**config.mk**
```make
export PLATFORM = sky130hd
export DESIGN_NAME = pi_estimator
export DESIGN_NICKNAME = d
export VERILOG_FILES = /design/src/rtl/pi_sim_pkg.sv /design/src/rtl/seq_divider.sv /design/src/rtl/pi_estimator.sv
export SDC_FILE = /design/constraint.sdc
export NUM_CORES = 1
export LEC_CHECK = 0
export CORE_MARGIN = 10
export CORE_UTILIZATION = 30
export CTS_BUF_LIST = sky130_fd_sc_hd__clkbuf_16
export CTS_CLUSTER_DIAMETER = 100
export CTS_CLUSTER_SIZE = 25
export DETAILED_ROUTE_END_ITERATION = 12
export RECOVER_POWER = 50
export SLEW_MARGIN = 20
export SYNTH_ARGS = -nofsm -noshare
export SYNTH_HDL_FRONTEND = slang
export SYNTH_SLANG_ARGS = --single-unit
```
**constraint.sdc**
```tcl
create_clock -name clk -period 15.6 [get_ports clk]
set_input_delay 1.56 -clock clk [delete_from_list [all_inputs] [get_ports clk]]
set_output_delay 1.56 -clock clk [all_outputs]
set_load 0.02 [all_outputs]
```
**src/rtl/pi_sim_pkg.sv**
```systemverilog
// Shared types for the Monte Carlo pi estimator.
// FSM encoding and pipeline drain depth.
package pi_sim_pkg;

  typedef enum logic [2:0] {
    ACCUM,
    DRAIN,
    DIVIDE,
    DONE,
    HOLD
  } state_e;

  localparam int DRAIN_CYCLES = 3;

endpackage

```
**src/rtl/seq_divider.sv**
```systemverilog
// Restoring divider: quotient = (dividend << (Q_W-1)) / divisor.
// Requires dividend < 2*divisor; one quotient bit per cycle, MSB first.
module seq_divider #(
  parameter int D_W = 20,
  parameter int Q_W = 15
) (
  input  logic           clk,
  input  logic           reset,
  input  logic           abort_i,
  input  logic           start_i,
  input  logic [D_W-1:0] dividend_i,
  input  logic [D_W-1:0] divisor_i,
  output logic           done_o,
  output logic [Q_W-1:0] quotient_o
);

  localparam int CW = $clog2(Q_W + 1);

  logic           busy_q, busy_d;
  logic           done_q, done_d;
  logic [CW-1:0]  cnt_q, cnt_d;
  logic [D_W:0]   rem_q, rem_d;
  logic [D_W-1:0] div_q, div_d;
  logic           bit_q, bit_d;
  logic [Q_W-1:0] quo_q, quo_d;

  logic [D_W+1:0] trial;
  logic [D_W+1:0] diff;
  logic           ge;

  assign trial = {rem_q, bit_q};
  assign diff  = trial - {2'b00, div_q};
  assign ge    = ~diff[D_W+1];

  // Upper dividend bits never yield a quotient bit since dividend < 2*divisor,
  // so the remainder starts at dividend>>1 with dividend[0] still to shift in.
  always_comb begin
    busy_d = busy_q;
    done_d = 1'b0;
    cnt_d  = cnt_q;
    rem_d  = rem_q;
    div_d  = div_q;
    bit_d  = bit_q;
    quo_d  = quo_q;
    if (start_i) begin
      busy_d = 1'b1;
      cnt_d  = CW'(Q_W);
      rem_d  = {2'b00, dividend_i[D_W-1:1]};
      bit_d  = dividend_i[0];
      div_d  = divisor_i;
      quo_d  = '0;
    end else if (busy_q) begin
      rem_d = ge ? diff[D_W:0] : trial[D_W:0];
      quo_d = {quo_q[Q_W-2:0], ge};
      bit_d = 1'b0;
      cnt_d = cnt_q - CW'(1);
      if (cnt_q == CW'(1)) begin
        busy_d = 1'b0;
        done_d = 1'b1;
      end
    end
  end

  always_ff @(posedge clk) begin
    if (reset || abort_i) begin
      busy_q <= 1'b0;
      done_q <= 1'b0;
      cnt_q  <= '0;
      rem_q  <= '0;
      div_q  <= '0;
      bit_q  <= 1'b0;
      quo_q  <= '0;
    end else begin
      busy_q <= busy_d;
      done_q <= done_d;
      cnt_q  <= cnt_d;
      rem_q  <= rem_d;
      div_q  <= div_d;
      bit_q  <= bit_d;
      quo_q  <= quo_d;
    end
  end

  assign done_o     = done_q;
  assign quotient_o = quo_q;

endmodule

```
**src/rtl/pi_estimator.sv**
```systemverilog
// Monte Carlo pi estimator: classifies (x,y) samples against a circle,
// counts a batch and divides 4*inside/total in 3.FRAC_W fixed point.
module pi_estimator
  import pi_sim_pkg::*;
#(
  parameter int RADIUS  = 240,
  parameter int COORD_W = 9,
  parameter int CNT_W   = 20,
  parameter int BATCH   = 1000000,
  parameter int FRAC_W  = 12
) (
  input  logic              clk,
  input  logic              reset,
  input  logic              clear,
  input  logic              sample_valid,
  output logic              sample_ready,
  input  logic [COORD_W-1:0] sample_x,
  input  logic [COORD_W-1:0] sample_y,
  output logic [CNT_W-1:0]  total_count,
  output logic [CNT_W-1:0]  inside_count,
  output logic [FRAC_W+2:0] estimate,
  output logic              est_valid,
  output logic              busy
);

  localparam int W1   = COORD_W + 1;
  localparam int SQ_W = 2 * COORD_W + 1;
  localparam int Q_W  = FRAC_W + 3;

  localparam logic [W1-1:0]    RAD     = W1'(RADIUS);
  localparam logic [W1-1:0]    LIM     = W1'(2 * RADIUS);
  localparam logic [SQ_W-1:0]  R2      = SQ_W'(RADIUS * RADIUS);
  localparam logic [CNT_W-1:0] BATCH_C = CNT_W'(BATCH);

  state_e state_q, state_d;

  logic [1:0]             drain_q;
  logic [CNT_W-1:0]       accepted_q;
  logic                   s1_valid_q, s2_valid_q;
  logic signed [W1-1:0]   dx_q, dy_q;
  logic [SQ_W-1:0]        sum_q, sum_d;
  logic [SQ_W-1:0]        px, py;
  logic [CNT_W-1:0]       total_q, inside_q;
  logic [Q_W-1:0]         estimate_q;
  logic                   est_valid_q;

  logic           in_square, take, last_take, drain_last;
  logic           div_start, div_done, est_load;
  logic [Q_W-1:0] quotient;

  assign in_square = ({1'b0, sample_x} <= LIM) &&
                     ({1'b0, sample_y} <= LIM);
  assign take      = sample_valid && sample_ready &&
                     in_square && !clear;
  assign last_take = take &&
                     (accepted_q == BATCH_C - CNT_W'(1));
  assign drain_last = (drain_q == 2'(DRAIN_CYCLES - 1));

  always_ff @(posedge clk) begin
    if (reset) state_q <= ACCUM;
    else       state_q <= state_d;
  end

  always_comb begin
    state_d = state_q;
    if (clear) begin
      state_d = ACCUM;
    end else begin
      case (state_q)
        ACCUM:   if (last_take)  state_d = DRAIN;
        DRAIN:   if (drain_last) state_d = DIVIDE;
        DIVIDE:  if (div_done)   state_d = DONE;
        DONE:                    state_d = HOLD;
        HOLD:                    state_d = HOLD;
        default:                 state_d = ACCUM;
      endcase
    end
  end

  always_comb begin
    sample_ready = (state_q == ACCUM) && (accepted_q < BATCH_C);
    busy         = (state_q == DRAIN) || (state_q == DIVIDE);
    div_start    = (state_q == DRAIN) && drain_last && !clear;
    est_load     = (state_q == DONE) && !clear;
  end

  assign px    = SQ_W'(dx_q) * SQ_W'(dx_q);
  assign py    = SQ_W'(dy_q) * SQ_W'(dy_q);
  assign sum_d = px + py;

  always_ff @(posedge clk) begin
    if (reset || clear) begin
      accepted_q <= '0;
      drain_q    <= '0;
      s1_valid_q <= 1'b0;
      s2_valid_q <= 1'b0;
      dx_q       <= '0;
      dy_q       <= '0;
      sum_q      <= '0;
      total_q    <= '0;
      inside_q   <= '0;
    end else begin
      s1_valid_q <= take;
      if (take) begin
        accepted_q <= accepted_q + CNT_W'(1);
        dx_q <= $signed({1'b0, sample_x} - RAD);
        dy_q <= $signed({1'b0, sample_y} - RAD);
      end
      s2_valid_q <= s1_valid_q;
      if (s1_valid_q) sum_q <= sum_d;
      if (s2_valid_q) begin
        total_q <= total_q + CNT_W'(1);
        if (sum_q <= R2) inside_q <= inside_q + CNT_W'(1);
      end
      drain_q <= (state_q == DRAIN) ? drain_q + 2'd1 : 2'd0;
    end
  end

  // clear leaves the last estimate visible; only reset wipes it
  always_ff @(posedge clk) begin
    if (reset) begin
      estimate_q  <= '0;
      est_valid_q <= 1'b0;
    end else begin
      est_valid_q <= est_load;
      if (est_load) estimate_q <= quotient;
    end
  end

  seq_divider #(
    .D_W (CNT_W),
    .Q_W (Q_W)
  ) u_div (
    .clk        (clk),
    .reset      (reset),
    .abort_i    (clear),
    .start_i    (div_start),
    .dividend_i (inside_q),
    .divisor_i  (total_q),
    .done_o     (div_done),
    .quotient_o (quotient)
  );

  assign total_count  = total_q;
  assign inside_count = inside_q;
  assign estimate     = estimate_q;
  assign est_valid    = est_valid_q;

endmodule

```
=== Word level (Yosys, flattened, before mapping) ===
Cells that the tools add are included.

* Register bits: 185
* Bits of input ports: 22
* Logic and storage cells: 84
* Output and inout port bits: 58

* Bitwise gates (word level): 3
* Multiplexer cells: 15
* Equality and inequality tests: 10
* $add $sub $neg: 9
* Multipliers: 2
* Magnitude comparators: 4
* Reduce and logical (&&, ||, !) cells: 21

{| class="wikitable"
|+ Operator list
! cell !! count
|-
| adder 20 x 1 -> 20 bit, second input constant || 3
|-
| multiplier 10 x 10 -> 19 bit || 2
|-
| two-way mux 19 bit || 2
|-
| subtractor 22 x 20 -> 22 bit || 1
|-
| two-way mux 21 bit || 1
|-
| equality test 20 bit, second input constant || 1
|-
| < comparator 20 bit, second input constant || 1
|-
| subtractor 9 x 8 -> 10 bit, second input constant || 2
|-
| adder 19 bit || 1
|-
| <= comparator 19 x 16 -> 1 bit, second input constant || 1
|-
| <= comparator 9 bit, second input constant || 2
|-
| one-hot mux 3 bit (4 select lines) || 1
|-
| logical AND 1 bit || 9
|-
| two-way mux 3 bit || 3
|-
| two-way mux 4 bit || 2
|-
| OR reduction 2 bit || 4
|-
| equality test 3 x 2 -> 1 bit, second input constant || 2
|-
| two-way mux 1 bit || 6
|-
| equality test 4 x 1 -> 1 bit, second input constant || 1
|-
| inequality test 2 bit, second input constant || 2
|-
| subtractor 4 x 1 -> 4 bit, second input constant || 1
|-
| equality test 3 x 1 -> 1 bit, second input constant || 1
|-
| equality test 3 bit, second input constant || 1
|-
| logical NOT 3 bit || 1
|-
| other kinds (10) || 13
|}

=== Depth between registers and ports, before layout ===
* Depth after elaboration: 8
* Mapped depth: 25
* Depth with buffers taken out: 25

=== By module ===
From an unflattened synthesis, not the netlist that was laid out.

* Cells, all modules: 1733
* Area, all modules: 15442.3 um^2

{| class="wikitable"
|+ Modules (own cells, without submodules)
! module !! area each (um^2) !! cells each !! sequential area each (um^2) !! instances
|-
| pi_estimator || 11855.1 || 1325 || 2442.3 || 1
|-
| seq_divider || 3587.2 || 408 || 1261.2 || 1
|}

=== Worst setup path before layout ===
No wires, ideal clock.

* Kind: reg2reg
* From: register dy_q[9]
* To: register sum_q[17]
* Period minus slack after synthesis: 6.336 ns
* Data required time: 15.472 ns
* Path buffers: 1
* Setup time: 0.128 ns
* Stages on the path, launching flop included: 23
* Arrival time: 6.208 ns
* Path slack: 9.264 ns
* Path through: dfxtp_1 -> clkbuf_1 -> and2_1 -> fa_1 -> inv_1 -> fa_1 -> inv_1 -> fa_1 -> fa_1 -> fa_1 -> fa_1 -> inv_1 -> fa_1 -> inv_1 -> ha_1 -> and2_1 -> a31oi_1 -> o21ai_0 -> o41a_1 -> a31oi_1 -> xnor2_1 -> mux2i_1 -> nor2_1

* Cells in the longest elaborated chain, start to end: 2

{| class="wikitable"
|+ Ends and longest elaborated chain
! element !! RTL line !! source
|-
| start, declared || pi_estimator.sv:40 || <nowiki>logic signed [W1-1:0] dx_q, dy_q;</nowiki>
|-
| start signal, assigned || pi_estimator.sv:107 || <nowiki>dy_q <= $signed({1'b0, sample_y} - RAD);</nowiki>
|-
| multiplier 10 x 10 -> 19 bit || pi_estimator.sv:88 || <nowiki>assign py = SQ_W'(dy_q) * SQ_W'(dy_q);</nowiki>
|-
| adder 19 bit || pi_estimator.sv:89 || <nowiki>assign sum_d = px + py;</nowiki>
|-
| end signal, assigned || pi_estimator.sv:110 || <nowiki>if (s1_valid_q) sum_q <= sum_d;</nowiki>
|-
| end, declared || pi_estimator.sv:41 || <nowiki>logic [SQ_W-1:0] sum_q, sum_d;</nowiki>
|}

No other way between the ends.
A chain may end at the register's enable or synchronous reset.

=== Worst setup path after layout ===
* From: register dy_q[9]
* To: register sum_q[18]

The elaborated chain is that of the path after synthesis.

==> results.sh <==
export IMPL_status="complete, but fails checks"
export IMPL_failed_checks="max-capacitance violations, max-slew violations"
export IMPL_finClkSkew_ps=28.3
export IMPL_dp_hpwl_um=28100
export IMPL_p_clk_share_pct=46.0
export IMPL_clockBufferDepth=2
export IMPL_cts_setup_buffers=0
export IMPL_tightest_slew_ps=3880
export IMPL_fin_ws_ps=8440
export IMPL_cap_violations=1
export IMPL_rr_startpoint="dy_q[9]"
export IMPL_place_ws_ps=8410
export IMPL_ys_warn_count=0
export IMPL_power_w=0.00104
export IMPL_max_slew_margin_rel_pct=-159
export IMPL_rsz0062_at_grt="no"
export IMPL_final_nets=2115
export IMPL_period_needed_ps=7160
export IMPL_p_seq_share_pct=46.1
export IMPL_setup_violations=0
export IMPL_synth_cells=1774
export IMPL_hold_viol_final=0
export IMPL_rrSetupSlack_ps=8440
export IMPL_hp_start="drain_q[0]"
export IMPL_endpoint_kind="flip-flop"
export IMPL_grt_pass1_vias=12000
export IMPL_synthArstFlopShare_pct=0
export IMPL_required_ps=15930
export IMPL_fillCellCount=5327
export IMPL_antenna_found_initial=1
export IMPL_gr_total_overflow=0
export IMPL_path_class="reg -> reg"
export IMPL_min_path_type="reg -> reg"
export IMPL_cts_resized=0
export IMPL_cp_arrival_ps=7480
export IMPL_crit_fanout=19
export IMPL_synth_distinct_cells=59
export IMPL_cts_root_buf="clkbuf_16"
export IMPL_drt_iter0_drc=518
export IMPL_avgSynthCellArea_um2=8.70
export IMPL_cts_sinks=185
export IMPL_holdBufCountCts=0
export IMPL_yosysSeqAreaShare_pct=24.0
export IMPL_synthFlopType="dfxtp_1"
export IMPL_detail_route_first_pass_iterations=8
export IMPL_final_common_cell="inv_1"
export IMPL_port_buffers=79
export IMPL_syn_to_final_growth_pct=13.4
export IMPL_startpoint_type="flip-flop"
export IMPL_timing_setup_tns_ps=0
export IMPL_htree_num_levels=4
export IMPL_yosys_top_cells_area="dfxtp_1, fa_1, ha_1"
export IMPL_antenna_left=0
export IMPL_pwr_share_comb_pct=8.0
export IMPL_grt_pass1_wl_um=60700
export IMPL_holdPathEnd="drain_q[0]"
export IMPL_r2r_end="sum_q[18]"
export IMPL_postRouteWirelength_um=35700
export IMPL_grt_max_degree=68
export IMPL_std_cell_rows=83
export IMPL_initial_core_util_pct=30.2
export IMPL_hold_depth=1
export IMPL_drc=0
export IMPL_p_int_w=0.000767
export IMPL_synth_area_mm2=0.0154
export IMPL_fin_crit_sh_pct=45.9
export IMPL_r2r_cells=21
export IMPL_num_vias=11600
export IMPL_die_x_um=247
export IMPL_final_cell_mix="inv_1, fa_1, dfxtp_1, nand2_1, nor2_1"
export IMPL_vias_per_cell=4.62
export IMPL_finalMaxSlewViolations=68
export IMPL_wl_per_cell_um=14.3
export IMPL_swShare_pct=26.4
export IMPL_gp_congestion=0.849
export IMPL_irDropWorstVdd_mv=0.0819
export IMPL_cts_tree="built"
export IMPL_drive_above_1_share_pct=2.75
export IMPL_p_leak_nw=7.70
export IMPL_net_switching_power_w=0.000276
export IMPL_num_io_pins=80
export IMPL_synth_edff_count=0
export IMPL_synth_top_area_cell="dfxtp_1"
export IMPL_max_freq_ghz=0.140
export IMPL_powerDensity_mw_per_mm2=59.6
export IMPL_clk_pin_slew_ps=70
export IMPL_dieArea_mm2=0.0609
export IMPL_synth_top_area_share_pct=24.0
export IMPL_clkLatencyLatePin_ps=490
export IMPL_grt_usage_pct=12.4
export IMPL_die_h_um=247
export IMPL_ys_ff_latch=185
export IMPL_synth_fp_nets=2081
export IMPL_coreArea_mm2=0.0511
export IMPL_cts_buffers=17
-- worst max-delay path by stage --
stage,start,to,slack (ps),depth (start not counted)
floorplan,dy_q[9],sum_q[17],9260,22
finish,dy_q[9],sum_q[18],8440,21
global placement,dy_q[9],sum_q[18],8500,21
CTS,dy_q[9],sum_q[18],8390,21
global route,dy_q[9],sum_q[18],7960,22
detailed placement,dy_q[9],sum_q[18],8410,21
-- synthesized netlist by cell type (all sizes together), types with 16 or more instances --
master  instances
a21oi          95
or3            18
dfxtp         185
nor3           21
and3           16
mux2i          48
clkbuf         66
and2           35
inv           297
xnor2          57
xor2           46
fa            185
ha            100
nand3          35
o21ai          49
nor2          174
nand2         182
nor2b          22
-- kinds of logic (layout without fill, tap and decap cells) --
group,count (synthesis),after routing,synth area share [%]
simple gates,555,555,16.6
buf+inv,369,415,9.02
fa+ha+maj,285,285,32.1
compound gates,228,228,9.24
flops,185,185,24.0
xor+xnor,103,103,5.85
mux,49,49,3.19
other cells,0,1,0
-- metal layers --
metal | routed length (µm) | part of all wire, % | track usage (%) | up-vias
met4 | 737 | 2.1 | 3.95 | 0
met3 | 1500 | 4.2 | 2.83 | 39
met2 | 17400 | 49 | 20.9 | 170
met5 | 0 | 0 | 0 | -
li1 | - | - | - | 5718
met1 | 16100 | 45 | 15.4 | 5632
-- metrics by stage --
| stage | hold slack [ps] | instance area (µm²) | instances | utilization, % |
|---|---|---|---|---|
| global route | 443 | 17500 | 2501 | 34.2 |
| global placement | 398 | 16900 | 2469 | 33.0 |
| floorplan | 392 | 15400 | 1774 | - |
| finish | 420 | 17500 | 2501 | 34.2 |
| detailed placement | 411 | 16900 | 2469 | 33.0 |
| CTS | 421 | 17500 | 2500 | 34.3 |
-- power by group through the flow --
stage | clock network, W | registers, W | logic [W]
2_1_floorplan | 0 | 0.000486 | 0.0000632
3_3_place_gp | 0 | 0.000491 | 0.0000840
3_5_place_dp | 0 | 0.000491 | 0.0000851
4_1_cts | 0.000497 | 0.000480 | 0.0000860
5_1_grt | 0.000513 | 0.000481 | 0.0000960
6_report | 0.000479 | 0.000480 | 0.0000829
-- area by class of cell --
| class | instances | area (µm²) | share of cell area, % |
|---|---|---|---|
| multi-input combinational | 1220 | 10300 | 59.1 |
| clock inverter | 14 | 211 | 1.21 |
| tap | 680 | 851 | 4.86 |
| clock buffer | 17 | 425 | 2.43 |
| sequential | 185 | 3710 | 21.2 |
| timing repair buffer | 87 | 843 | 4.82 |
| inverter | 297 | 1110 | 6.37 |
| antenna | 1 | 2.50 | 0.0143 |
-- worst max-delay path: stages (launching register included) --
cell and delay (ps):
dfxtp_1 710, nand2_1 460, inv_1 370, fa_1 450
inv_1 90, fa_1 410, fa_1 520, inv_1 50
fa_1 460, fa_1 520, fa_1 540, inv_1 50
fa_1 530, inv_1 40, ha_1 350, a21o_1 210
o2111ai_1 170, nand2_1 110, o41ai_1 470, o21ai_0 210
xnor2_1 190, o22ai_1 90
-- flip-flops by register name, indices dropped and copies added, names as in the netlist, 2 cells and up --
signal / flops
u_div.rem_q: 21
accepted_q: 20
inside_count: 20
total_count: 20
u_div.div_q: 20
sum_q: 19
estimate: 15
u_div.quotient_o: 15
dx_q: 10
dy_q: 10
u_div.cnt_q: 4
state_q: 3
drain_q: 2
(Power assumes the default switching activity.)
